`config.mk`:
```
export PLATFORM = sky130hd
export DESIGN_NAME = gray_monitor
export DESIGN_NICKNAME = d
export VERILOG_FILES = /design/src/rtl/gray_pkg.sv /design/src/rtl/gray2bin.sv /design/src/rtl/gray_monitor.sv
export SDC_FILE = /design/constraint.sdc
export NUM_CORES = 1
export LEC_CHECK = 0
export BUFFER_PORTS_ARGS = -buffer_cell sky130_fd_sc_hd__buf_2
export CORE_MARGIN = 5
export CORE_UTILIZATION = 40
export CTS_CLUSTER_SIZE = 14
export DETAILED_ROUTE_END_ITERATION = 12
export GPL_TIMING_DRIVEN = 0
export MAX_ROUTING_LAYER = met4
export SLEW_MARGIN = 20
export SYNTH_ARGS = -nofsm -noshare
export SYNTH_HDL_FRONTEND = slang
export SYNTH_SLANG_ARGS = --single-unit
```
`constraint.sdc`:
```
create_clock -name Clk -period 3.6 [get_ports Clk]
set_clock_uncertainty 0.05 [all_clocks]
set_input_delay 0.72 -clock Clk [delete_from_list [all_inputs] [get_ports Clk]]
set_output_delay 0.72 -clock Clk [all_outputs]
set_load 0.02 [all_outputs]
```
`src/rtl/gray_pkg.sv`:
```
// Shared definitions for the 3-bit gray-code sequence monitor.
package gray_pkg;

  localparam int unsigned GRAY_W = 3;

  typedef enum logic [1:0] {
    IDLE  = 2'd0,
    TRACK = 2'd1,
    FAULT = 2'd2
  } state_e;

  // Binary successor with natural wrap (7 -> 0).
  function automatic logic [GRAY_W-1:0] bin_succ(input logic [GRAY_W-1:0] b);
    return b + GRAY_W'(1);
  endfunction

endpackage

```
`src/rtl/gray2bin.sv`:
```
// Combinational gray-to-binary converter: each binary bit is the XOR of all gray bits at or above it.
module gray2bin
  import gray_pkg::*;
(
  input  logic [GRAY_W-1:0] gray,
  output logic [GRAY_W-1:0] bin
);

  always_comb begin
    bin = '0;
    for (int i = 0; i < GRAY_W; i++) begin
      bin[i] = ^(gray >> i);
    end
  end

endmodule

```
`src/rtl/gray_monitor.sv`:
```
// Converts an upstream gray counter to binary, checks that it only stalls or steps by one,
// and counts completed 7 -> 0 wraps.
module gray_monitor
  import gray_pkg::*;
#(
  parameter int unsigned LAP_W = 8
) (
  input  logic              Clk,
  input  logic              Reset,
  input  logic              En,
  input  logic              Clr,
  input  logic [GRAY_W-1:0] Gray,
  output logic [GRAY_W-1:0] Binary,
  output logic              Valid,
  output logic              Step_err,
  output logic [LAP_W-1:0]  Laps
);

  logic [GRAY_W-1:0] sample;

  state_e            state_q, state_d;
  logic [GRAY_W-1:0] ref_q, ref_d;
  logic [GRAY_W-1:0] bin_q, bin_d;
  logic [LAP_W-1:0]  laps_q, laps_d;
  logic              valid_q, valid_d;
  logic              err_q, err_d;

  gray2bin u_gray2bin (
    .gray (Gray),
    .bin  (sample)
  );

  always_comb begin
    state_d = state_q;
    ref_d   = ref_q;
    bin_d   = bin_q;
    laps_d  = laps_q;
    valid_d = 1'b0;
    err_d   = err_q;

    // Clear wins over a same-cycle sample, which is dropped.
    if (Clr) begin
      state_d = IDLE;
      ref_d   = '0;
      laps_d  = '0;
      err_d   = 1'b0;
    end else if (En) begin
      bin_d   = sample;
      ref_d   = sample;
      valid_d = 1'b1;
      unique case (state_q)
        IDLE: begin
          state_d = TRACK;
        end
        TRACK: begin
          if (sample == ref_q) begin
            state_d = TRACK;
          end else if (sample == bin_succ(ref_q)) begin
            if ((ref_q == '1) && (laps_q != '1)) begin
              laps_d = laps_q + LAP_W'(1);
            end
          end else begin
            err_d   = 1'b1;
            state_d = FAULT;
          end
        end
        FAULT: begin
          state_d = FAULT;
        end
        default: begin
          state_d = IDLE;
        end
      endcase
    end
  end

  always_ff @(posedge Clk) begin
    if (!Reset) begin
      state_q <= IDLE;
      ref_q   <= '0;
      bin_q   <= '0;
      laps_q  <= '0;
      valid_q <= 1'b0;
      err_q   <= 1'b0;
    end else begin
      state_q <= state_d;
      ref_q   <= ref_d;
      bin_q   <= bin_d;
      laps_q  <= laps_d;
      valid_q <= valid_d;
      err_q   <= err_d;
    end
  end

  assign Binary   = bin_q;
  assign Valid    = valid_q;
  assign Step_err = err_q;
  assign Laps     = laps_q;

endmodule

```
Word-level counts from Yosys, hierarchy flattened
Cells that the tools add are included.
{"block": "word_totals", "regBits": 18, "in_bits": 7, "output_inout_bits": 13}
{"block": "classes", "n_addsub": 2, "eq_ne": 7, "n_mux": 4, "bitwise_logic": 4, "n_reduce_logical": 10}
{"cell": "parity 3 bit", "n": 3}
{"cell": "adder 8 x 1 -> 8 bit, second input constant", "n": 1}
{"cell": "inequality test 8 bit, second input constant", "n": 1}
{"cell": "== test 3 bit", "n": 2}
{"cell": "one-hot mux 2 bit (3 select lines)", "n": 1}
{"cell": "AND reduction 5 bit", "n": 1}
{"cell": "2-to-1 mux 2 bit", "n": 2}
{"cell": "NOT 1 bit", "n": 4}
{"cell": "AND reduction 2 bit", "n": 2}
{"cell": "AND reduction 4 bit", "n": 1}
{"cell": "adder 3 x 1 -> 3 bit, second input constant", "n": 1}
{"cell": "== test 3 bit, second input constant", "n": 1}
{"cell": "inequality test 3 bit, second input constant", "n": 1}
{"cell": "== test 2 x 1 -> 1 bit, second input constant", "n": 1}
{"cell": "== test 2 bit, second input constant", "n": 1}
{"cell": "zero test 2 bit", "n": 1}
{"cell": "OR reduction 2 bit", "n": 1}
{"cell": "logical AND 1 bit", "n": 1}
{"cell": "2-to-1 mux 1 bit", "n": 1}

Depth between registers and ports, before layout
{"block": "logic_depth", "ltp_word": 5, "mapped_depth": 8, "ltp_nobuf": 7}

By module
From an unflattened synthesis, not the netlist that was laid out.
{"block": "hier_totals", "cells_unflattened": 99, "area_unflattened_um2": 959.7}
{"mod": "gray_monitor", "n_inst": 1, "cells_per_inst": 96, "area_each_um2": 919.6, "seq_area_each_um2": 360.3}
{"mod": "gray2bin", "n_inst": 1, "cells_per_inst": 3, "area_each_um2": 40.0, "seq_area_each_um2": 0.0}

Least setup slack after synthesis
No wires, ideal clock.
{"block": "synth_path", "kind": "input to register", "start": "input port Gray[1]", "end": "register laps_q[3] (netlist: Laps[3])", "arrival_ps": 2334, "slack_ps": 1146, "path_stages": 7, "path_buffers": 2, "cell_sequence": "buf_2 or4_4 a21oi_4 o21ai_2 buf_6 or4_1 a21oi_1"}
{"block": "synth_between", "elab_chain_cells": 4, "word_cells_on_any_way": 6, "classes_between": "eq/ne (2); bitwise (1); reduce/logical (3)"}
{"element": "from (decl)", "line_no": "gray_monitor.sv:12", "text": "input logic [GRAY_W-1:0] Gray,"}
{"element": "parity 3 bit", "line_no": "gray2bin.sv:12", "text": "bin[i] = ^(gray >> i);"}
{"element": "== test 3 bit", "line_no": "gray_monitor.sv:56", "text": "if (sample == ref_q) begin"}
{"element": "NOT 1 bit (no line)"}
{"element": "AND reduction 5 bit (no line) *"}
{"element": "to (signal assigned)", "line_no": "gray_monitor.sv:89", "text": "laps_q <= laps_d;"}
{"element": "to (decl)", "line_no": "gray_monitor.sv:24", "text": "logic [LAP_W-1:0] laps_q, laps_d;"}
Every way passes the cells marked *; elsewhere a longest branch is shown, timed or not.
A chain may end at the register's enable or synchronous reset.

Worst setup path after layout
{"block": "layout_path", "start": "register ref_q[0]", "end": "register laps_q[3] (netlist: Laps[3])"}
{"block": "layout_between", "elab_chain_cells": 3, "word_cells_on_any_way": 7, "classes_between": "add/sub (1); eq/ne (3); bitwise (1); reduce/logical (2)"}
{"element": "from (decl)", "line_no": "gray_monitor.sv:22", "text": "logic [GRAY_W-1:0] ref_q, ref_d;"}
{"element": "from (signal assigned)", "line_no": "gray_monitor.sv:87", "text": "ref_q <= ref_d;"}
{"element": "adder 3 x 1 -> 3 bit (tied with other cells)", "line_no": "gray_pkg.sv:14", "text": "return b + GRAY_W'(1);"}
{"element": "== test 3 bit (tied with other cells)", "line_no": "gray_monitor.sv:58", "text": "end else if (sample == bin_succ(ref_q)) begin"}
{"element": "AND reduction 5 bit (no line) *"}
Marks and branches as above.

==> reports/qor.yml <==
fin_crit_sh_pct: 70.91
crit_arrival_ns: 2.74
grt_max_degree: 11
drt-wirelength-per-cell_um: 12.83
final_core_util_pct: 47.43
finalMaxSlewViolations: 0
worstHoldPathType: "reg -> reg"
grt_first_pass_wirelength_um: 3463
syn_avg_cell_area_um2: 9.006
routabilityCongestion: 0.7909
fin_cells: 161
cts_tree: "done"
die-area_um2: 3599
drt_iter0_drc: 38
first_pass_iters: 4
final-setup-viol-count: 0
outcome: "finished clean"
rsz0062_at_grt: "no"
holdWs_ns: 0.4273
cp-start-kind: "flop"
finalCriticalPeriod_ns: 2.553
die_x_um: 59.99
fin_tns_setup_ns: 0
preCtsSetupSlack_ns: 0.7347
htree_num_levels: 1
required_ns: 3.79
vias: 879
rows: 18
drive_gt1_share_pct: 22.90
cts_sinks: 18
overflow: 0
cts_resized: 0
drt-total-wl_um: 2066
grtUsageTotal_pct: 13.22
postSynthCellCount: 111
initial_utilization_pct: 41.10
insertedDiodeCount: 0
power.density_nw_per_um2: 338.8
finalHoldViolCount: 0
vdd_ir_drop_max_uv: 186.3
worstSetupPathType: "reg -> reg"
insertion_delay_ns: 0.30
postCtsHoldBufs: 0
synth_area_um2: 999.7
end_kind: "flop"
dp.cells: 157
ios: 20
clk_pin_slew_ns: 0.11
ys_seq_area_share_pct: 36.05
numCtsBuffers: 3
fmax_mhz: 391.7
remaining_drc_errors: 0
ys_warn_count: 0
relSlewSlack_pct: 64.88
die_height_um: 59.99
maxCapViolations: 0
synth_cell_types: 39
port_buffers: 16
synth_fp_nets: 121
worstMarginPinSlew_ns: 0.5231
core-area_um2: 2432
layout.nets: 142
synth-seq-cells: 18
antenna_left: 0
final_cell_mix: "dfxtp_1 (18), buf_2 (18), nand2_1 (10), mux2i_1 (7)"
cts-root-buf: "clkbuf_4"
p_leak_uw: 0.0004560
setup_ws_ns: 1.047
areaGrowthSynthToFinish_pct: 15.39
post-cts-setup-buffers: 0
antenna_found_initial: 0
cts_buffer_depth: 2
place_hpwl_um: 1554
path_max_fanout: 10
first_global_vias: 782
vias_per_cell: 5.460
-- worst max-delay path, cell delays in order, from the launching register on --
cell and delay [ns]:
dfxtp_1 0.36, ha_1 0.20, ha_1 0.32, or4bb_1 0.52
a21boi_2 0.21, o21ai_2 0.08, buf_6 0.15, or4_1 0.46
a21oi_1 0.14
-- state kept, by name (all words and copies together), names as in the netlist --
signal / count
Laps: 8
Binary: 3
state_q: 2
Step_err: 1
ref_q: 3
Valid: 1
-- layout make-up --
class                      instances  area, um2
fill                             262       1279
clock buffer                       4      36.28
tap                               30      37.54
timing repair buffer              16      80.08
sequential                        18      360.3
inverter                           2      7.507
buffer                             7      43.79
multi-input combinational         84      588.1
-- path summary, 6_finish.rpt --
path,from,endpoint,slack [ns],depth (start not counted)
hold reg to reg,Step_err$_SDFFE_PP0P_,Step_err$_SDFFE_PP0P_,0.43,2
hold / removal,Step_err$_SDFFE_PP0P_,Step_err$_SDFFE_PP0P_,0.43,2
setup reg to reg,ref_q[0]$_SDFFE_PP0P_,Laps[3]$_SDFFE_PP0P_,1.05,8
setup / recovery,ref_q[0]$_SDFFE_PP0P_,Laps[3]$_SDFFE_PP0P_,1.05,8
-- per-stage QoR --
step	area (um2)	power (uW)
2_1_floorplan	999.7	252.3
3_3_place_gp	1117	264.6
3_5_place_dp	1117	265.6
4_1_cts	1154	395.7
5_1_grt	1154	410.4
6_report	1154	390.9
-- power breakdown --
part           total [uW]  internal (uW)  switching (uW)
Combinational        53.1           22.5            30.6
Clock                 130           61.7            68.7
Sequential            207            204            3.40
-- synth_stat cells, drive strengths merged --
cell type  instances  area (um2)
xnor2              3       26.28
and2               2       12.51
or3                4       25.02
nand3b             1       7.510
and3               2       12.51
buf                4       32.53
o21ai              5       28.77
or4bb              1       11.26
o211ai             2       15.01
a31o               1       8.760
nand2             10       37.54
or2                1       6.260
a21boi             1       11.26
dfxtp             18       360.4
o41ai              1       8.760
a31oi              1       6.260
clkbuf             3       11.26
o311ai             1       8.760
inv                2       7.510
o211a              1       10.01
nand2b             3       18.77
nor2               6       22.52
a21oi              7       46.30
ha                 3       37.54
or4                4       33.78
nand3              2       10.01
nor2b              5       31.28
o31ai              4       30.03
mux2i              7       70.07
a211oi             1       7.510
o221a              1       11.26
o221ai             1       8.760
nor4               1       6.260
nand4b             2       17.52
-- routing by layer --
metal	part of all wire [%]	vias to the layer above	GRT usage, %
met5	0	-	-
met4	2.7	0	8.861
met3	4.7	6	3.456
li1	-	446	-
met2	44	19	18.52
met1	49	408	16.45
-- cells by family after synthesis --
family | synth area share, %
AOI/OAI and AO/OA | 20.15
xor gates and xnor gates | 2.629
adders and majority gates | 3.755
buffers and inverters | 5.131
DFF | 36.05
muxes | 7.009
and+or+nand+nor | 25.28
Note: power is estimated with default switching activity, not from simulation.
